**src/rtl/regfile_write_arbiter.sv**
```systemverilog
// regfile_write_arbiter: round-robin arbiter that shares the single write port of
// register_file among NumReq requesters and sequences a full-array clear.
// Optional build macro: REGFILE_ARB_CLEAR_ON_RESET_EN (reset enters CLEAR instead of IDLE).
module regfile_write_arbiter #(
  parameter int unsigned          NumReq    = 3,
  parameter int unsigned          DataSize  = 32,
  parameter int unsigned          DataWidth = 32,
  parameter logic [DataWidth-1:0] ClearVal  = '0
) (
  input  logic                          clk_i,
  input  logic                          rst_ni,
  input  logic                          clear_i,
  output logic                          busy_o,
  input  logic [NumReq-1:0]             req_i,
  input  logic [NumReq*$clog2(DataSize)-1:0] addr_i,
  input  logic [NumReq*DataWidth-1:0]   wdata_i,
  output logic [NumReq-1:0]             gnt_o,
  output logic [$clog2(DataSize)-1:0]   waddr_o,
  output logic [DataWidth-1:0]          wdata_o,
  output logic                          we_o
);

  localparam int unsigned AddrWidth = $clog2(DataSize);
  localparam int unsigned NumWords  = 2 ** AddrWidth;
  localparam int unsigned PtrW      = (NumReq > 1) ? $clog2(NumReq) : 1;

  typedef enum logic [0:0] {IDLE, CLEAR} state_e;

`ifdef REGFILE_ARB_CLEAR_ON_RESET_EN
  localparam state_e RstState = CLEAR;
`else
  localparam state_e RstState = IDLE;
`endif

  state_e                 state_q;
  logic [AddrWidth-1:0]   cnt_q;
  logic [PtrW-1:0]        ptr_q;

  logic [NumReq-1:0]      gnt;
  logic                   gnt_any;
  logic [PtrW-1:0]        gnt_idx;
  logic [PtrW-1:0]        ptr_next;

  logic [AddrWidth-1:0]   addr_arr  [NumReq];
  logic [DataWidth-1:0]   wdata_arr [NumReq];

  // Unpack the per-requester address/data slices.
  for (genvar g = 0; g < NumReq; g++) begin : g_unpack
    assign addr_arr[g]  = addr_i[g*AddrWidth +: AddrWidth];
    assign wdata_arr[g] = wdata_i[g*DataWidth +: DataWidth];
  end

  // Round-robin search from ptr upward with wrap; clear and reset suppress grants.
  always_comb begin
    int unsigned sum;
    logic [PtrW-1:0] idx;
    sum     = 0;
    idx     = '0;
    gnt     = '0;
    gnt_any = 1'b0;
    gnt_idx = '0;
    if (rst_ni && (state_q == IDLE) && !clear_i) begin
      for (int unsigned i = 0; i < NumReq; i++) begin
        sum = 32'(ptr_q) + i;
        if (sum >= NumReq) sum = sum - NumReq;
        idx = PtrW'(sum);
        if (!gnt_any && req_i[idx]) begin
          gnt_any  = 1'b1;
          gnt_idx  = idx;
          gnt[idx] = 1'b1;
        end
      end
    end
  end

  // Pointer moves just past the winner, wrapping to zero after the last requester.
  always_comb begin
    ptr_next = '0;
    if (gnt_idx != PtrW'(NumReq - 1)) ptr_next = gnt_idx + PtrW'(1);
  end

  assign gnt_o  = gnt;
  assign busy_o = (state_q == CLEAR);

  // FSM, pointer, clear counter and registered write-port outputs.
  always_ff @(posedge clk_i or negedge rst_ni) begin
    if (!rst_ni) begin
      state_q <= RstState;
      cnt_q   <= '0;
      ptr_q   <= '0;
      we_o    <= 1'b0;
      waddr_o <= '0;
      wdata_o <= '0;
    end else begin
      case (state_q)
        IDLE: begin
          if (clear_i) begin
            state_q <= CLEAR;
            cnt_q   <= '0;
            we_o    <= 1'b0;
          end else if (gnt_any) begin
            ptr_q   <= ptr_next;
            we_o    <= 1'b1;
            waddr_o <= addr_arr[gnt_idx];
            wdata_o <= wdata_arr[gnt_idx];
          end else begin
            we_o <= 1'b0;
          end
        end
        CLEAR: begin
          we_o    <= 1'b1;
          waddr_o <= cnt_q;
          wdata_o <= ClearVal;
          cnt_q   <= cnt_q + AddrWidth'(1);
          if (cnt_q == AddrWidth'(NumWords - 1)) state_q <= IDLE;
        end
        default: state_q <= IDLE;
      endcase
    end
  end

endmodule

```
**config.mk**
```make
export PLATFORM = sky130hd
export DESIGN_NAME = regfile_write_arbiter
export DESIGN_NICKNAME = d
export VERILOG_FILES = /design/src/rtl/regfile_write_arbiter.sv
export SDC_FILE = /design/constraint.sdc
export NUM_CORES = 1
export LEC_CHECK = 0
export BUFFER_PORTS_ARGS = -buffer_cell sky130_fd_sc_hd__buf_2
export CORE_AREA = 2 2 90 92
export CTS_CLUSTER_DIAMETER = 100
export DETAILED_ROUTE_END_ITERATION = 10
export DIE_AREA = 0 0 92 94
export PLACE_DENSITY = 0.76
export SLEW_MARGIN = 20
export SYNTH_ARGS = -nofsm -noshare
export SYNTH_HDL_FRONTEND = slang
export SYNTH_SLANG_ARGS = --single-unit
```
**constraint.sdc**
```tcl
create_clock -name clk_i -period 2.4 [get_ports clk_i]
set_clock_uncertainty 0.2 [all_clocks]
set_input_delay 0.12 -clock clk_i [delete_from_list [all_inputs] [get_ports clk_i]]
set_output_delay 0.12 -clock clk_i [all_outputs]
set_load 0.01 [all_outputs]
```
==> summary.md <==
| Metric | Value |
|---|---|
| Final hold vios | `0` |
| Std cell rows | `32` |
| Via/cell ratio | `5.30` |
| Area Overhead vs Synth | `76.5%` |
| M1 wire length | `around 4600 um` |
| WS Path Type | `flop to output port` |
| Clock Latency Late Sink | `approximately 300 ps` |
| Wire length per cell | `17.7 um` |
| Clock power frac | `0.157` |
| CP Data Arrival Time | `approximately 2100 ps` |
| Post-Synthesis Cell Area | `3110 um^2` |
| Worst path max stage delay | `around 440 ps` |
| Port-buffer cells | `158` |
| Reg power frac | `0.307` |
| Peak supply drop | `0.000368 V` |
| Max Slew Vio Count | `0` |
| Synthesized area per cell | `10.4 um^2` |
| Die ar. | `~8600 um^2` |
| Crit path time final | `between 2000 and 2500 ps` |
| Top FF cell, synth | `dfrtp_1` |
| Num CTS Buffers | `5` |
| Remaining global-route overflow | `0` |
| Core Box Area | `between 7000 and 8000 um^2` |
| RD Place Congestion | `0.907` |
| Relative slew slack | `0.593` |
| CP top delay family | `compound AO/OA/AOI/OAI gates` |
| Most frequent cells in the layout | `buf_2, dlygate4sd3_1, dfrtp_1` |
| Worst setup EP type | `output port` |
| Via Count | `3627` |
| Crit-path cells | `ha_4, buf_6, mux2i_1, a31oi_1, o21ai_2, a222oi_1, nor2_1, buf_2` |
| Internal | `2.00 mW` |
| FF-to-FF path depth | `8` |
| Number of synthesized register bits | `46` |
| Crit Path Max Fanout | `5` |
| Hold Path Sink | `waddr_o[0]` |
| Syn_nets | `423` |
| Worst-path clk slew | `90 ps` |
| Final setup vio count | `1` |
| Place WS | `-20.2 ps` |
| Switching share of power | `0.393` |
| Sequential fraction of the synthesis area | `0.370` |
| H-tree levels | `2` |
| Status | `finished with violations` |
| Fin util | `0.722` |
| Hpwl dp | `~7000 um` |
| Comb pwr share | `0.536` |
| Starting DRT DRC Count | `202` |
| Initial Util | `0.409` |
| CTS tree | `done` |
| Die Height | `~94 um` |
| Synthesized instance count | `300` |
| CP max-delay cell | `dfrtp_1` |
| Cell variety after synth | `49` |
| Reg-to-Reg Start | `ptr_q[1]` |
| Post-route DRC | `0` |
| YS warnings | `0` |
| I/O pin cnt | `159` |
| Initial antenna violation count | `0` |
| Post-route ant nets | `0` |
| Leakage | `2.44 nW` |
| Worst path buffer plus inverter count | `2` |
| Overall routed net length | `about 12000 um` |
| Total GRT Usage | `0.273` |
| Nets@finish | `703` |
| Tot Pwr | `3.30 mW` |
| Commonest non-fill, non-tap cell in the layout | `buf_2` |
| CP required | `2080 ps` |
| Sw Pwr | `1.30 mW` |
| Cells on Worst Hold Path | `3` |
| Asr flop ratio synth | `1.00` |
| HP Class | `primary input to flop` |
| Share of layout cells above drive strength 1 | `0.435` |
| Max_cap viols | `0` |
| TritonRoute pass-1 iters | `5` |
| RSZ-0062 raised after global routing | `yes` |
| WL met3 | `754 um` |
| Worst reg2reg path endpoint | `wdata_o[5]` |
| Hold Startpoint | `addr_i[10]` |
| Clock sink total | `46` |
| Max Root-Sink Buffers | `2` |
| Worst setup SP type | `flop` |
| Achievable frequency | `~400 MHz` |
| Root buf cell | `clkbuf_8` |
| Worst slew pin tran | `610 ps` |
| Chip width | `a little over 90 um` |
| Setup ws final | `-45.7 ps` |
| First-pass GRT wire length | `18700 um` |
| R2R Setup Slk | `around 40 ps` |
| Power per standard cell area | `601 nW/um^2` |
| Fin crit share | `1.02` |
| WL met2 | `6470 um` |
| Failing checks | `setup timing` |
| Maximum number of pins on one net before global-route repair | `47` |
| Final setup TNS | `-45.7 ps` |
| Number of synthesized flops with an enable pin | `0` |
| Vias in the first global route | `3850` |
| Max Used Layer | `met4` |
area by class of cell:
cell class | count | area [um^2]
diodes | 1 | 2.50
clock buffers | 6 | 82.6
clock inverters | 2 | 12.5
fillers | 573 | 2120
inverters | 37 | 139
multi-input cells | 192 | 1730
flip-flops and latches | 46 | 1150
well taps | 102 | 128
repair buffers | 298 | 2240
timing repair:
| action | CTS | global route |
|---|---|---|
| endpoints found under the hold margin | 83 | 0 |
| setup buffers | 3 | 5 |
| setup endpoints to repair | 9 | 37 |
| hold buffers | 106 | 0 |
| pin swaps | 9 | 7 |
| gates cloned | 0 | 1 |
| gates resized for setup | 5 | 13 |
stage by stage:
step                      instance area, um^2  hold slack [ps]  cells
after floorplan                          3110             -376    300
after global placement                   4180              105    561
after detailed placement                 4180              116    561
after CTS                                5370             29.7    677
after global routing                     5490             61.5    683
final                                    5490             49.6    684
per-layer routing:
metal	up-vias	track usage
met3	35	0.0530
met1	1748	0.306
met2	164	0.510
li1	1680	-
met4	0	0.103
met5	-	0
logic make-up after synthesis:
logic type	share of synthesized area
muxes	0.106
and+or+nand+nor	0.139
adders and majority gates	0.0241
buffers and inverters	0.0973
AOI/OAI and AO/OA	0.258
DFF	0.370
xor gates and xnor gates	0.00563
state kept, by name, indices dropped and copies added (netlist names):
signal,flops
we_o,1
waddr_o,5
ptr_q,2
busy_o,1
cnt_q,5
wdata_o,32
Yosys cell counts (2+ instances only):
| cell | number | area, um^2 |
|---|---|---|
| a21oi_1 | 5 | 25.0 |
| a31oi_1 | 2 | 12.5 |
| buf_4 | 3 | 22.5 |
| nand2_1 | 5 | 18.8 |
| o21ai_2 | 2 | 17.5 |
| a22o_1 | 4 | 35.0 |
| buf_2 | 11 | 55.1 |
| dfrtp_1 | 46 | 1150 |
| nor2_1 | 10 | 37.5 |
| nand2b_1 | 5 | 31.3 |
| buf_6 | 6 | 67.6 |
| a222oi_1 | 2 | 20.0 |
| inv_1 | 37 | 139 |
| nor4bb_1 | 3 | 30.0 |
| nand3_1 | 37 | 185 |
| ha_1 | 6 | 75.1 |
| clkbuf_1 | 5 | 18.8 |
| nor2b_1 | 3 | 18.8 |
| nor2_2 | 2 | 12.5 |
| mux2i_1 | 33 | 330 |
| nor3b_1 | 4 | 30.0 |
| o31ai_1 | 3 | 22.5 |
| or3b_1 | 2 | 17.5 |
| a221oi_1 | 4 | 35.0 |
| o21ai_0 | 3 | 15.0 |
| o21ai_1 | 3 | 15.0 |
| o221ai_2 | 30 | 450 |
| a21o_1 | 2 | 15.0 |
| nand4_1 | 2 | 12.5 |
power groups by stage:
| stage | clock network [mW] | logic (mW) | registers, mW |
|---|---|---|---|
| 4_1_cts | 0.520 | 1.65 | 1.01 |
| 6_report | 0.517 | 1.77 | 1.01 |
| 3_5_place_dp | 0 | 1.47 | 1.02 |
| 5_1_grt | 0.549 | 1.91 | 1.03 |
| 2_1_floorplan | 0 | 0.873 | 1.03 |
| 3_3_place_gp | 0 | 1.45 | 1.02 |
tightest hold or removal path, stage by stage:
cell and delay [ps]:
buf_2 110, a22oi_1 160, a311oi_1 110
worst max-delay path by stage:
stage	startpoint	depth (start not counted)	to
after floorplan	ptr_q[0]	9	wdata_o[0]
after global placement	ptr_q[1]	8	waddr_o[2]
after detailed placement	ptr_q[0]	8	wdata_o[20]
after CTS	ptr_q[1]	8	gnt_o[0]
after global routing	ptr_q[1]	8	gnt_o[0]
final	ptr_q[1]	8	gnt_o[0]
Power figures use the tool's default switching activity.
